## src/rtl/countdown_digit_ctrl.sv

```systemverilog
// countdown_digit_ctrl: two-digit BCD countdown timer (00..99 s) for the game display.
// Divides clk into one-second ticks, decrements the BCD value, and applies
// start/pause/load/bonus commands. It flags the low-time warning and expiry.
module countdown_digit_ctrl #(
    parameter int TICK_DIV    = 25000000,
    parameter int START_TENS  = 3,
    parameter int START_ONES  = 0,
    parameter int BONUS       = 5,
    parameter int WARN_THRESH = 5
) (
    input  logic       clk,
    input  logic       rst_n,
    input  logic       start,
    input  logic       pause,
    input  logic       load,
    input  logic [3:0] load_tens,
    input  logic [3:0] load_ones,
    input  logic       add_bonus,
    output logic [3:0] tens,
    output logic [3:0] ones,
    output logic       running,
    output logic       warn,
    output logic       expired,
    output logic       expired_pulse
);

    localparam int PW = (TICK_DIV > 1) ? $clog2(TICK_DIV) : 1;
    localparam logic [PW-1:0] PRESC_MAX  = PW'(TICK_DIV - 1);
    localparam logic [PW-1:0] PRESC_ONE  = PW'(1);
    localparam logic [PW-1:0] PRESC_ZERO = PW'(0);
    localparam logic [7:0]    BONUS_W    = 8'(BONUS);
    localparam logic [7:0]    WARN_W     = 8'(WARN_THRESH);
    localparam logic [3:0]    RST_TENS   = 4'(START_TENS);
    localparam logic [3:0]    RST_ONES   = 4'(START_ONES);

    typedef enum logic [1:0] {
        ST_IDLE    = 2'd0,
        ST_RUN     = 2'd1,
        ST_PAUSED  = 2'd2,
        ST_EXPIRED = 2'd3
    } state_t;

    state_t        state_r, state_s;
    logic [PW-1:0] presc_r, presc_s;
    logic [3:0]    tens_r, tens_s;
    logic [3:0]    ones_r, ones_s;
    logic          running_r, running_s;
    logic          warn_r, warn_s;
    logic          expired_r, expired_s;
    logic          pulse_r, pulse_s;
    logic [7:0]    cur_val_s;
    logic [7:0]    nxt_val_s;
    logic [7:0]    sum_s;
    logic [7:0]    bcd_s;
    logic          tick_s;
    logic          start_go_s;
    logic          pause_go_s;

    // BCD digit pair to binary value (tens*10 + ones)
    function automatic logic [7:0] bcd_to_bin(input logic [3:0] t, input logic [3:0] o);
        return {1'b0, t, 3'b000} + {3'b000, t, 1'b0} + {4'b0000, o};
    endfunction

    // Binary 0..99 to BCD by repeated subtraction of ten (only on the bonus path)
    function automatic logic [7:0] bin_to_bcd(input logic [7:0] v);
        logic [7:0] rem;
        logic [3:0] t;
        rem = v;
        t   = 4'd0;
        for (int i = 0; i < 9; i++) begin
            if (rem >= 8'd10) begin
                rem = rem - 8'd10;
                t   = t + 4'd1;
            end else begin
                rem = rem;
            end
        end
        return {t, rem[3:0]};
    endfunction

    // Clamp an out-of-range load digit to 9
    function automatic logic [3:0] clamp_digit(input logic [3:0] d);
        return (d > 4'd9) ? 4'd9 : d;
    endfunction

    assign cur_val_s  = bcd_to_bin(tens_r, ones_r);
    assign tick_s     = (state_r == ST_RUN) && (presc_r == PRESC_MAX);
    assign start_go_s = start && ((state_r == ST_IDLE) || (state_r == ST_PAUSED));
    assign pause_go_s = pause && (state_r == ST_RUN);

    // Next-state, next-value and next-flag logic with command priority load > start > pause > bonus/tick
    always_comb begin
        state_s = state_r;
        presc_s = presc_r;
        tens_s  = tens_r;
        ones_s  = ones_r;
        pulse_s = 1'b0;
        sum_s   = 8'd0;
        bcd_s   = 8'd0;

        if (load) begin
            tens_s  = clamp_digit(load_tens);
            ones_s  = clamp_digit(load_ones);
            state_s = ST_IDLE;
            presc_s = PRESC_ZERO;
        end else if (start_go_s) begin
            case (state_r)
                ST_IDLE: begin
                    if (cur_val_s == 8'd0) begin
                        state_s = ST_EXPIRED;
                        pulse_s = 1'b1;
                    end else begin
                        state_s = ST_RUN;
                        presc_s = PRESC_ZERO;
                    end
                end
                ST_PAUSED: state_s = ST_RUN;
                default:   state_s = state_r;
            endcase
        end else if (pause_go_s) begin
            // A tick on this cycle is deferred: prescaler parks at its last count
            state_s = ST_PAUSED;
            presc_s = tick_s ? presc_r : (presc_r + PRESC_ONE);
        end else if ((state_r == ST_RUN) || (state_r == ST_PAUSED)) begin
            if (state_r == ST_RUN) begin
                presc_s = tick_s ? PRESC_ZERO : (presc_r + PRESC_ONE);
            end else begin
                presc_s = presc_r;
            end
            if (add_bonus) begin
                // Bonus and tick together net BONUS-1; never reaches 00 since BONUS >= 1
                sum_s  = cur_val_s + BONUS_W - (tick_s ? 8'd1 : 8'd0);
                sum_s  = (sum_s > 8'd99) ? 8'd99 : sum_s;
                bcd_s  = bin_to_bcd(sum_s);
                tens_s = bcd_s[7:4];
                ones_s = bcd_s[3:0];
            end else if (tick_s) begin
                if (ones_r != 4'd0) begin
                    ones_s = ones_r - 4'd1;
                    tens_s = tens_r;
                end else begin
                    ones_s = 4'd9;
                    tens_s = tens_r - 4'd1;
                end
                if ((tens_r == 4'd0) && (ones_r == 4'd1)) begin
                    state_s = ST_EXPIRED;
                    pulse_s = 1'b1;
                end else begin
                    state_s = state_r;
                end
            end else begin
                tens_s = tens_r;
                ones_s = ones_r;
            end
        end else begin
            state_s = state_r;
        end

        nxt_val_s = bcd_to_bin(tens_s, ones_s);
        running_s = (state_s == ST_RUN);
        expired_s = (state_s == ST_EXPIRED);
        warn_s    = ((state_s == ST_RUN) || (state_s == ST_PAUSED)) && (nxt_val_s <= WARN_W);
    end

    // State, prescaler, digit and flag registers with synchronous active-low reset
    always_ff @(posedge clk) begin
        if (!rst_n) begin
            state_r   <= ST_IDLE;
            presc_r   <= PRESC_ZERO;
            tens_r    <= RST_TENS;
            ones_r    <= RST_ONES;
            running_r <= 1'b0;
            warn_r    <= 1'b0;
            expired_r <= 1'b0;
            pulse_r   <= 1'b0;
        end else begin
            state_r   <= state_s;
            presc_r   <= presc_s;
            tens_r    <= tens_s;
            ones_r    <= ones_s;
            running_r <= running_s;
            warn_r    <= warn_s;
            expired_r <= expired_s;
            pulse_r   <= pulse_s;
        end
    end

    assign tens          = tens_r;
    assign ones          = ones_r;
    assign running       = running_r;
    assign warn          = warn_r;
    assign expired       = expired_r;
    assign expired_pulse = pulse_r;

endmodule

```

## config.mk

```make
export PLATFORM = sky130hd
export DESIGN_NAME = countdown_digit_ctrl
export DESIGN_NICKNAME = d
export VERILOG_FILES = /design/src/rtl/countdown_digit_ctrl.sv
export SDC_FILE = /design/constraint.sdc
export NUM_CORES = 1
export LEC_CHECK = 0
export BUFFER_PORTS_ARGS = -buffer_cell sky130_fd_sc_hd__buf_2
export CORE_ASPECT_RATIO = 1.1
export CORE_MARGIN = 2
export CORE_UTILIZATION = 45
export CTS_CLUSTER_SIZE = 24
export DETAILED_ROUTE_END_ITERATION = 8
export GPL_TIMING_DRIVEN = 0
export PLACE_DENSITY_LB_ADDON = 0.25
export SLEW_MARGIN = 20
export SYNTH_ARGS = -nofsm -noshare
export SYNTH_HDL_FRONTEND = slang
export SYNTH_SLANG_ARGS = --single-unit
```

## constraint.sdc

```tcl
create_clock -name clk -period 13.6 [get_ports clk]
set_clock_uncertainty 0.2 [all_clocks]
set_input_delay 4.08 -clock clk [delete_from_list [all_inputs] [get_ports clk]]
set_output_delay 4.08 -clock clk [all_outputs]
set_load 0.01 [all_outputs]
```

==> impl_metrics.tcl, run 1 <==
set metrics [dict create \
    cp_max_fo 10 \
    hold_class "register to register" \
    finalSetupViolCount 0 \
    slew_violations 0 \
    synth_top_family_by_area "simple AND/OR/NAND/NOR gates" \
    ys_types 101 \
    grt_pass1_wl_um 22910 \
    wl_um 13570 \
    drcViolationCount 0 \
    pin_count 26 \
    chipWidth_um 106.0 \
    cts_tree "built" \
    cp_data_arrival_time_ns 11.95 \
    finalNetCount 760 \
    area_growth_pct 9.327 \
    final_cell_mix "nor2_1 (73), nand2_1 (50), inv_1 (41), dfxtp_1 (39)" \
    drtPass1Iterations 6 \
    synthSimpleGateAreaFrac_pct 29.90 \
    synth_top_area_share_pct 15.16 \
    grt_pass1_vias 4968 \
    grt-ovfl-total 0 \
    n_antenna_cell 0 \
    cts_resized 0 \
    synth_area_leaders "dfxtp_1 (15%), ha_1 (9.2%), nor2_1 (5.3%)" \
    final_area_um2 5632 \
    worstHoldEndpoint "presc_r[22]$_SDFFE_PP0P_" \
    antenna_found_initial 0 \
    avgSynthCellArea_um2 7.654 \
    r2r_cells 39 \
    slew_headroom_pct 45.30 \
    regArea_um2 780.7 \
    fin_util_pct 50.92 \
    r2r_start "tens[0]$_SDFF_PN1_" \
    wl_per_cell_um 15.92 \
    tightest_slew_ns 0.8156 \
    die-area_um2 12320 \
    synth-edff-count 0 \
    portBuffers 24 \
    num_rows 40 \
    cts.sinks 39 \
    synth_top_flop_cell "dfxtp_1" \
    grt_max_degree 14 \
    crit_path_start_kind "register" \
    coreArea_um2 11060 \
    multi_input_area_um2 4128 \
    initial_core_util_pct 46.57 \
    synth-seq-area-share_pct 15.16 \
    maxCapViolCount 0 \
    min_period_ns 11.94 \
    clkTransAtPathRegs_ns 0.06 \
    run_status "finished, final reports clean" \
    path_class "register to register" \
    period_share_pct 87.80 \
    async_flop_share_pct 0 \
    fmax_ghz 0.08374 \
    yosysWarnings 0 \
    netlist_area_um2 5151 \
    rrSetupSlack_ns 1.66 \
    ant_nets 0 \
    cts_hold_buf 0 \
    rsz0062_at_grt "false" \
    vias_per_cell 6.106 \
    cts-root-buf "clkbuf_16" \
    synth.net_count 729 \
    synthCells 673 \
    synthMuxAreaShare_pct 3.109 \
    fin_setup_tns_ns 0 \
    final_common_cell "nor2_1" \
    htreeDepth 2 \
    cts.path.max_buffers 2 \
    hold_viol_final 0 \
    synth_fa_ha_area_share_pct 10.78 \
    slowest_delay_ns 0.69 \
    synth_top_area_cell "dfxtp_1" \
    rr_endpoint "warn$_SDFF_PN0_" \
    fillers 1089 \
    cts_setup_buffers 0 \
    chipHeight_um 116.2 \
    worstPathRequired_ns 13.61 \
    drive_above_1_share_pct 14.04 \
    grt_use_total_pct 21.94 \
    cts_buffers 5 \
    dr_total_vias 5202 \
    clk_latency_ns 0.28 \
    hpwlAfterDp_um 10900 \
    hold_start "presc_r[22]$_SDFFE_PP0P_" \
    cp_slowest_cell "o311ai_0" \
    synth_compound_area_share_pct 26.33 \
    min_delay_path_depth 2 \
    cp-end-kind "register" \
    post_dp_cell_area_um2 5455 \
    gp_congestion 0.9043 \
    synth-xor-area-share_pct 9.862 \
    drt_first_iter_violations 283 \
    synth_seq_cells 39 \
]
==> per-stage QoR <==
| stage | hold slack (ns) | worst slack (ns) | std cells |
|---|---|---|---|
| floorplan | 0.2716 | 2.998 | 673 |
| global placement | 0.2896 | 1.757 | 844 |
| detailed placement | 0.2923 | 1.582 | 844 |
| CTS | 0.3199 | 1.524 | 852 |
| global route | 0.3468 | 0.9123 | 852 |
| finish | 0.3168 | 1.659 | 852 |
==> worst max path at each step <==
stage | startpoint | cells after the start | slack (ns) | end
detailed placement | tens[0]$_SDFF_PN1_ | 39 | 1.58 | warn$_SDFF_PN0_
floorplan | tens[0]$_SDFF_PN1_ | 41 | 3.00 | warn$_SDFF_PN0_
global route | tens[0]$_SDFF_PN1_ | 40 | 0.91 | warn$_SDFF_PN0_
global placement | tens[0]$_SDFF_PN1_ | 39 | 1.76 | warn$_SDFF_PN0_
finish | tens[0]$_SDFF_PN1_ | 39 | 1.66 | warn$_SDFF_PN0_
CTS | tens[0]$_SDFF_PN1_ | 39 | 1.52 | warn$_SDFF_PN0_
==> Yosys cell counts, types with 10 or more instances <==
| cell | n |
|---|---|
| nor2_1 | 73 |
| xnor2_1 | 21 |
| nand3_1 | 26 |
| inv_1 | 41 |
| nor3_1 | 17 |
| nand2b_1 | 10 |
| nand2_1 | 50 |
| and3_1 | 12 |
| nor4_1 | 12 |
| o21ai_0 | 37 |
| dfxtp_1 | 39 |
| or3_1 | 13 |
| a21oi_1 | 38 |
| xor2_1 | 24 |
| ha_1 | 38 |
==> routing by layer <==
metal  routed length, um  share of wire [%]  track usage (%)  up-vias
met5                   0                  0                0        -
met4                 146                1.1            3.333        0
met3                 471                3.5            1.618       13
met2                6978                 51            42.06      130
met1                5969                 44            27.49     2478
li1                    -                  -                -     2581
==> logic make-up after synthesis <==
| family | Yosys count |
|---|---|
| adders and majority gates | 42 |
| buffers and inverters | 60 |
| and+or+nand+nor | 283 |
| DFF | 39 |
| AOI/OAI and AO/OA | 184 |
| muxes | 15 |
| xor gates and xnor gates | 50 |
==> worst max-delay path: cells and delay by family (launching register included) <==
family / cells / cell delay (ns)
AO/OA/AOI/OAI: 11 / 4.22
adder cells (fa/ha/maj): 7 / 2.70
AND/OR/NAND/NOR: 9 / 1.88
buffers and inverters: 7 / 0.94
multiplexers: 3 / 0.73
XOR/XNOR: 2 / 0.72
flip-flops: 1 / 0.47
==> state kept, by name, indices dropped and copies added (netlist names) <==
signal	flops
presc_r	25
tens	4
expired	1
expired_pulse	1
ones	4
state_r	2
running	1
warn	1
==> area by class of cell <==
type	count	share of cell area, %
clock buffers	5	2.222
multi-input cells	574	73.29
inverters	44	2.933
clock inverters	3	0.7776
plain buffers	16	1.511
well taps	147	3.266
flip-flops and latches	39	13.86
repair buffers	24	2.133
Power of run 1 is left out: the tool's default activity adds up to more than one toggle a clock period on the data nets, which glitch-free logic cannot reach.
==> run 2: changes to the inputs <==
==> constraint.sdc (replaced) <==
create_clock -name clk -period 11.6 [get_ports clk]
set_clock_uncertainty 0.2 [all_clocks]
set_input_delay 3.48 -clock clk [delete_from_list [all_inputs] [get_ports clk]]
set_output_delay 3.48 -clock clk [all_outputs]
set_load 0.01 [all_outputs]
==> run 2 against run 1 <==
  * Count of clock-buffer cells in the layout is the same
  * Setup slack lost 1.2 ns
  * Worst hold slack is essentially flat
  * Global-route usage is essentially flat
  * Fmax grew 7.6%
  * Register-to-register slack lost 1.2 ns
  * Non-clock buffer count grew 6
  * Core utilization grew 2.1 points
  * Sequential share of layout area shrank 0.53 points
  * Routed wire length grew 2.1%
  * Critical path depth grew 2
  * Sequential cell count is the same
  * Critical endpoint unchanged
  * Largest cell class unchanged
==> impl_metrics.tcl, run 2 (synthesized netlist as in run 1, its figures left out) <==
set metrics [dict create \
    finalSetupViolCount 0 \
    gp_congestion 0.9043 \
    area_growth_pct 13.84 \
    min_delay_path_depth 2 \
    coreArea_um2 11060 \
    final_cells 858 \
    hpwlAfterDp_um 10900 \
    cp_slowest_cell "fa_1" \
    r2r_cells 41 \
    grt_use_total_pct 21.97 \
    tightest_slew_ns 0.6650 \
    grt_pass1_wl_um 22940 \
    cts_tree "built" \
    num_rows 40 \
    dr_total_vias 5231 \
    slew_headroom_pct 55.35 \
    grt_max_degree 14 \
    maxCapViolCount 0 \
    r2r_start "tens[2]$_SDFF_PN0_" \
    run_status "finished, final reports clean" \
    multi_input_area_um2 4312 \
    regArea_um2 782.0 \
    chipHeight_um 116.2 \
    largest_reg_flops 25 \
    regMostFlops "presc_r" \
    clkTransAtPathRegs_ns 0.06 \
    ant_nets 0 \
    final_cell_mix "nor2_1 (73), nand2_1 (50), inv_1 (41), ha_1 (38), dfxtp_1 (38)" \
    pin_count 26 \
    crit_path_start_kind "register" \
    hold_class "register to register" \
    fillers 1051 \
    clk_latency_ns 0.28 \
    setup_ws_ns 0.5068 \
    cp_top_family "compound AO/OA/AOI/OAI gates" \
    final_common_cell "nor2_1" \
    preCtsSetupSlack_ns -0.4180 \
    cp-end-kind "register" \
    path_class "register to register" \
    initial_core_util_pct 46.57 \
    grt-ovfl-total 0 \
    slew_violations 0 \
    wl_um 13860 \
    finalNetCount 766 \
    cts.path.max_buffers 2 \
    die-area_um2 12320 \
    hold_viol_final 0 \
    drtPass1Iterations 5 \
    cp_num_buf_inv 10 \
    cts_hold_buf 0 \
    drcViolationCount 0 \
    hold_start "presc_r[22]$_SDFFE_PP0P_" \
    wl_per_cell_um 16.15 \
    cts.sinks 39 \
    min_period_ns 11.09 \
    fmax_ghz 0.09015 \
    crit_path_frequent_cell "inv_1" \
    rrSetupSlack_ns 0.51 \
    cts_buffers 5 \
    drt_first_iter_violations 374 \
    n_antenna_cell 0 \
    htreeDepth 2 \
    cp_data_arrival_time_ns 11.10 \
    antenna_found_initial 0 \
    portBuffers 24 \
    rr_endpoint "warn$_SDFF_PN0_" \
    cts-root-buf "clkbuf_16" \
    chipWidth_um 106.0 \
    grt_pass1_vias 4976 \
    worstHoldEndpoint "presc_r[22]$_SDFFE_PP0P_" \
    cp_max_fo 10 \
    place_inst 844 \
    slowest_delay_ns 0.59 \
    period_share_pct 95.63 \
    drive_above_1_share_pct 16.74 \
    vias_per_cell 6.097 \
    worstPathRequired_ns 11.61 \
]
==> run 2: timing repair <==
item	in CTS	in global routing
setup endpoints to repair	1	1
resized for setup	6	30
pin swaps	0	5
cloned	0	0
buffers inserted	0	6
==> run 2: worst max path at each step <==
stage / startpoint / to / slack (ns) / cells past startpoint
6_report: tens[2]$_SDFF_PN0_ / warn$_SDFF_PN0_ / 0.51 / 41
5_1_grt: tens[2]$_SDFF_PN0_ / warn$_SDFF_PN0_ / -0.001 / 39
4_1_cts: tens[0]$_SDFF_PN1_ / warn$_SDFF_PN0_ / 0.02 / 40
3_5_place_dp: tens[0]$_SDFF_PN1_ / warn$_SDFF_PN0_ / -0.42 / 39
3_3_place_gp: tens[0]$_SDFF_PN1_ / warn$_SDFF_PN0_ / -0.24 / 39
2_1_floorplan: tens[0]$_SDFF_PN1_ / warn$_SDFF_PN0_ / 1.0 / 41
==> run 2: per-layer routing <==
layer  vias up  global-route usage (%)  wire length, um
met3        18                   1.618              453
met2       126                   42.19             7108
met5         -                       0                0
li1       2588                       -                -
met1      2499                   27.49             6096
met4         0                   3.333              197
==> run 2: final cells by class <==
type / count / area share [%]
plain buffers: 16 / 1.493
repair buffers: 30 / 2.816
multi-input cells: 574 / 73.52
inverters: 44 / 2.816
flip-flops and latches: 39 / 13.33
clock inverters: 3 / 0.7467
clock buffers: 5 / 2.134
well taps: 147 / 3.136
==> run 2: through the flow <==
stage / setup TNS [ns] / instance area [um2] / util (%) / hold WS (ns)
detailed placement: -0.4180 / 5455 / 49.32 / 0.2923
CTS: 0 / 5654 / 51.12 / 0.3199
finish: 0 / 5864 / 53.02 / 0.3168
floorplan: 0 / 5151 / - / 0.2716
global route: -0.001409 / 5864 / 53.02 / 0.3468
global placement: -0.2426 / 5455 / 49.32 / 0.2896
==> run 2: worst min-delay path, cell delays in order, from the launching register on <==
cell	delay (ns)
dfxtp_1	0.34
xor2_1	0.07
nor2_1	0.07
Power of run 2 is left out for the same reason.
